<file path="config.mk">
export PLATFORM = sky130hd
export DESIGN_NAME = pair_serializer
export DESIGN_NICKNAME = d
export VERILOG_FILES = /design/src/rtl/pair_serializer.sv
export SDC_FILE = /design/constraint.sdc
export NUM_CORES = 1
export LEC_CHECK = 0
export ABC_AREA = 1
export ABC_CLOCK_PERIOD_IN_PS = 1500
export BUFFER_PORTS_ARGS = -buffer_cell sky130_fd_sc_hd__buf_2
export CAP_MARGIN = 15
export CORE_MARGIN = 8
export CORE_UTILIZATION = 55
export DETAILED_ROUTE_END_ITERATION = 6
export GPL_TIMING_DRIVEN = 0
export PLACE_DENSITY = 0.78
export SYNTH_ARGS = -nofsm -noshare
export SYNTH_HDL_FRONTEND = slang
export SYNTH_SLANG_ARGS = --single-unit
</file>
<file path="constraint.sdc">
create_clock -name clk -period 1.5 [get_ports clk]
set_input_delay 0.075 -clock clk [delete_from_list [all_inputs] [get_ports clk]]
set_output_delay 0.075 -clock clk [all_outputs]
set_load 0.005 [all_outputs]
</file>
<file path="src/rtl/pair_serializer.sv">
// pair_serializer: shifts one {d1,d2} pair per handshake onto a serial line, MSB-first, with frame marker and idle gap
// Ports: clk/rst (sync, active-high); in_valid/in_ready/d1/d2 upstream handshake;
// ser_out/ser_valid/frame_start serial link; busy high during SHIFT and GAP.
// Define PAIR_SERIALIZER_PARITY_EN to append an even-parity bit after each byte.
module pair_serializer #(
  parameter int WIDTH      = 8,
  parameter int GAP_CYCLES = 1
) (
  input  logic             clk,
  input  logic             rst,
  input  logic             in_valid,
  output logic             in_ready,
  input  logic [WIDTH-1:0] d1,
  input  logic [WIDTH-1:0] d2,
  output logic             ser_out,
  output logic             ser_valid,
  output logic             frame_start,
  output logic             busy
);
`ifdef PAIR_SERIALIZER_PARITY_EN
  localparam int FB = 2*WIDTH + 2;
`else
  localparam int FB = 2*WIDTH;
`endif
  localparam int BW = $clog2(FB + 1);
  localparam int GW = $clog2(GAP_CYCLES + 2);
  typedef enum logic [1:0] {IDLE, SHIFT, GAP} state_t;
  state_t r_state, w_state;
  logic [FB-1:0] w_frame, r_shift, w_shift;
  logic [BW-1:0] r_bcnt, w_bcnt;
  logic [GW-1:0] r_gcnt, w_gcnt;
  logic r_ser, r_sv, r_fs, r_busy, r_rdy;
  logic w_ser, w_sv, w_fs, w_busy, w_rdy, w_last_bit, w_last_gap;
`ifdef PAIR_SERIALIZER_PARITY_EN
  assign w_frame = {d1, ^d1, d2, ^d2};
`else
  assign w_frame = {d1, d2};
`endif
  // r_bcnt counts bits already driven onto ser_out, r_gcnt gap cycles already spent
  assign w_last_bit = r_bcnt == BW'(FB);
  assign w_last_gap = r_gcnt == GW'(GAP_CYCLES);
  assign in_ready    = r_rdy;
  assign ser_out     = r_ser;
  assign ser_valid   = r_sv;
  assign frame_start = r_fs;
  assign busy        = r_busy;
  always_comb begin
    w_state = r_state;
    w_shift = r_shift;
    w_bcnt  = r_bcnt;
    w_gcnt  = r_gcnt;
    w_ser   = 1'b0;
    w_sv    = 1'b0;
    w_fs    = 1'b0;
    w_busy  = r_busy;
    w_rdy   = r_rdy;
    case (r_state)
      IDLE: if (in_valid && r_rdy) begin
        // first bit goes straight to the output register; the rest waits in r_shift
        w_state = SHIFT;
        w_shift = w_frame << 1;
        w_ser   = w_frame[FB-1];
        w_sv    = 1'b1;
        w_fs    = 1'b1;
        w_busy  = 1'b1;
        w_rdy   = 1'b0;
        w_bcnt  = BW'(1);
      end
      SHIFT: if (!w_last_bit) begin
        w_shift = r_shift << 1;
        w_ser   = r_shift[FB-1];
        w_sv    = 1'b1;
        w_bcnt  = r_bcnt + 1'b1;
      end else if (GAP_CYCLES == 0) begin
        w_state = IDLE;
        w_busy  = 1'b0;
        w_rdy   = 1'b1;
      end else begin
        w_state = GAP;
        w_gcnt  = GW'(1);
      end
      GAP: if (w_last_gap) begin
        w_state = IDLE;
        w_busy  = 1'b0;
        w_rdy   = 1'b1;
      end else begin
        w_gcnt  = r_gcnt + 1'b1;
      end
      default: w_state = IDLE;
    endcase
  end
  always_ff @(posedge clk) begin
    if (rst) begin
      r_state <= IDLE;
      r_shift <= '0;
      r_bcnt  <= '0;
      r_gcnt  <= '0;
      r_ser   <= 1'b0;
      r_sv    <= 1'b0;
      r_fs    <= 1'b0;
      r_busy  <= 1'b0;
      r_rdy   <= 1'b1;
    end else begin
      r_state <= w_state;
      r_shift <= w_shift;
      r_bcnt  <= w_bcnt;
      r_gcnt  <= w_gcnt;
      r_ser   <= w_ser;
      r_sv    <= w_sv;
      r_fs    <= w_fs;
      r_busy  <= w_busy;
      r_rdy   <= w_rdy;
    end
  end
endmodule
</file>
==> reports/results.tsv <==
metric	value	unit
r2r_start	r_bcnt[0]	
fin_util	67.92	%
vias	1389	
design_area	1698	um2
grt_pass1_vias	1353	
ant_nets	0	
cts_sinks	29	
end_kind	flip-flop	
placed_cell_area	1620	um2
hold_path_depth	5	
slowest_delay	0.36	ns
netlist_instances	206	
yosysTopAreaCellShare	39.56	%
ff2ff_path_depth	9	
grt_max_degree	11	
syn-cell-area	1468	um2
yosysWarnings	0	
hpwl	2.308	mm
cp.arrival	1.63	ns
cp-start-kind	flip-flop	
numCtsBuffers	5	
clock_tree.buffer_depth	2	
antenna_found_initial	0	
setup_violations	0	
core	2500	um2
initial_utilization	58.71	%
die_w	67.66	um
rr_endpoint	r_shift[12]	
post_drt_wl_per_cell	12.15	um
comb_power_share	32.6	%
post_cts_buffers	0	
clock_latency	0.32	ns
period_share	91.93	%
synth_nets	228	
fp.dieH	67.66	um
ys_seq_area_share	39.56	%
grt_use_total	15.51	%
setup_tns	0	ns
yosysTopAreaCell	dfxtp_1	
hold_viol_final	0	
routed_via_density	5.202	
post-route-min-period	1.379	ns
fillers	227	
holdCritStartpoint	d1[5]	
critPathTopFamily	flip-flops	
whs	0.09891	ns
outcome	complete, no violations	
port_buffers	23	
worstPathCellList	inv_2 > ha_1 > nand2_1 > inv_1 > nand2_2 > nand2_4 > buf_6 > nand3_1 > a21oi_1	
antenna_cells	0	
switching_share	35.32	%
fin_nets	259	
synth_seq_cells	29	
leakagePower	0.8028	nW
grt_pass1_wl	5.540	mm
path_max_fanout	10	
cp_slowest_cell	dfxtp_4	
firstDrtPassIters	4	
clkPwrFrac	22.1	%
cp-startpoint	r_bcnt[0]	
dieArea	4577	um2
drv_slew	0	
seqPwrFrac	45.2	%
slew-limit-headroom	69.63	%
rsz0062_at_grt	false	
synth_cell_types	25	
syn_area_per_cell	7.125	um2
drcViolationCount	0	
drt-initial-drc-count	85	
hold_path.class	in2reg	
ff_latch_area	585.6	um2
hold_end	r_shift[14]	
areaGrowthSynthToFinish	15.69	%
cts_root_buf	clkbuf_4	
wl	3.245	mm
p_int	1.387	mW
worst_slew_pin_slew	0.4556	ns
power.switching	0.7572	mW
tritoncts	yes	
path_buf_inv	3	
max_freq	725.2	MHz
overflow	0	
io_pins	24	
rows	18	
path_clk_slew	0.09	ns
drv_cap	0	
worstPathRequired	1.75	ns
multiInputGateArea	743.2	um2
routabilityCongestion	0.8550	
h-tree-depth	2	
irDropWorstVdd	0.9756	mV
ys_top_cells_by_area	dfxtp_1, nand2_1, nand3_1	
final_layout_size_suffix_gt1_share	23.63	%
p_per_area	1263	nW/um2
skew	0.004466	ns
worst-setup-path-type	reg2reg	
rrSetupSlack	0.12	ns
## power by group through the flow
stage	Sequential (mW)	Combinational [mW]	Clock, mW
global route	0.984	0.781	0.529
CTS	0.963	0.708	0.486
floorplan	0.965	0.539	0
global placement	0.973	0.683	0
finish	0.970	0.700	0.475
detailed placement	0.979	0.702	0
## what timing repair did
action                                  in CTS  in global routing
endpoints found under the setup margin       0                 14
resized for setup                            0                  5
hold endpoints to repair                     2                  0
hold buffers                                 2                  0
## sequential cells by signal, summed over array words and instances (netlist names)
name / flops
in_ready: 1
r_shift: 15
r_bcnt: 5
frame_start: 1
busy: 1
r_gcnt: 2
r_state: 2
ser_out: 1
ser_valid: 1
## worst register-to-register path, stage by stage, from the launching register on
cell     delay [ns]
dfxtp_4        0.36
inv_2          0.07
ha_1           0.15
nand2_1        0.05
inv_1          0.08
nand2_2        0.06
nand2_4        0.14
buf_6          0.16
nand3_1        0.09
a21oi_1        0.15
## metal layers
metal	GRT usage [%]	routed length, um	vias to the layer above
li1	-	-	715
met1	17.22	1445	621
met2	25.92	1562	51
met3	5.464	217	2
met4	7.311	20	0
met5	0	0	-
## worst max-delay path by stage
stage,endpoint,cells after the start
2_1_floorplan,r_shift[2],10
3_3_place_gp,r_shift[2],10
3_5_place_dp,r_shift[6],10
4_1_cts,r_shift[6],10
5_1_grt,r_shift[13],9
6_report,r_shift[12],9
## cells by family after synthesis
group / count (synthesis) / synth area share (%)
AO/OA/AOI/OAI: 25 / 10.91
flip-flops: 29 / 39.56
adder cells (fa/ha/maj): 3 / 2.558
XOR/XNOR: 1 / 0.5969
buffers and inverters: 27 / 10.40
AND/OR/NAND/NOR: 121 / 35.98
## placed cells by master, fill, tap and decap left out
cell | synthesis | final
nor2_1 | 12 | 12
nand3b_1 | 1 | 1
dlygate4sd3_1 | 0 | 2
inv_1 | 14 | 13
dfxtp_2 | 0 | 1
dfxtp_4 | 0 | 1
clkbuf_4 | 0 | 5
nand2_8 | 0 | 1
o21bai_1 | 1 | 1
nor2_4 | 1 | 1
nand2_1 | 76 | 76
xnor2_1 | 1 | 1
nand3_2 | 1 | 1
a21oi_1 | 10 | 10
nand2_4 | 2 | 1
a21oi_2 | 8 | 8
clkinv_1 | 1 | 1
ha_1 | 3 | 3
inv_2 | 0 | 1
o21ai_1 | 2 | 2
clkbuf_8 | 0 | 1
nand4_1 | 3 | 3
clkbuf_1 | 1 | 2
dfxtp_1 | 29 | 27
nand2_2 | 2 | 2
buf_4 | 2 | 2
inv_4 | 1 | 1
o21ai_0 | 3 | 3
buf_2 | 3 | 26
nand3_1 | 23 | 23
a21boi_0 | 1 | 1
buf_6 | 5 | 4
## synth_stat cells, drive strengths merged
| cell type | count |
|---|---|
| dfxtp | 29 |
| ha | 3 |
| nand4 | 3 |
| clkinv | 1 |
| a21boi | 1 |
| buf | 10 |
| inv | 15 |
| xnor2 | 1 |
| o21ai | 5 |
| clkbuf | 1 |
| nor2 | 13 |
| o21bai | 1 |
| nand2 | 80 |
| nand3 | 24 |
| a21oi | 18 |
| nand3b | 1 |
## stage by stage
| step | setup WS (ns) | std cells | total power [mW] |
|---|---|---|---|
| final | 0.1210 | 267 | 2.144 |
| after global routing | 0.01561 | 267 | 2.294 |
| after CTS | 0.008647 | 268 | 2.156 |
| after detailed placement | 0.03589 | 259 | 1.681 |
| after global placement | 0.07250 | 259 | 1.655 |
| after floorplan | 0.2282 | 206 | 1.504 |
## area by class of cell
| class | count | share of cell area (%) |
|---|---|---|
| clock buffer | 7 | 3.242 |
| tap | 30 | 2.211 |
| timing repair buffer | 25 | 7.959 |
| sequential | 29 | 34.49 |
| inverter | 16 | 3.685 |
| buffer | 10 | 4.643 |
| multi-input combinational | 150 | 43.77 |
Power figures use the tool's default switching activity.
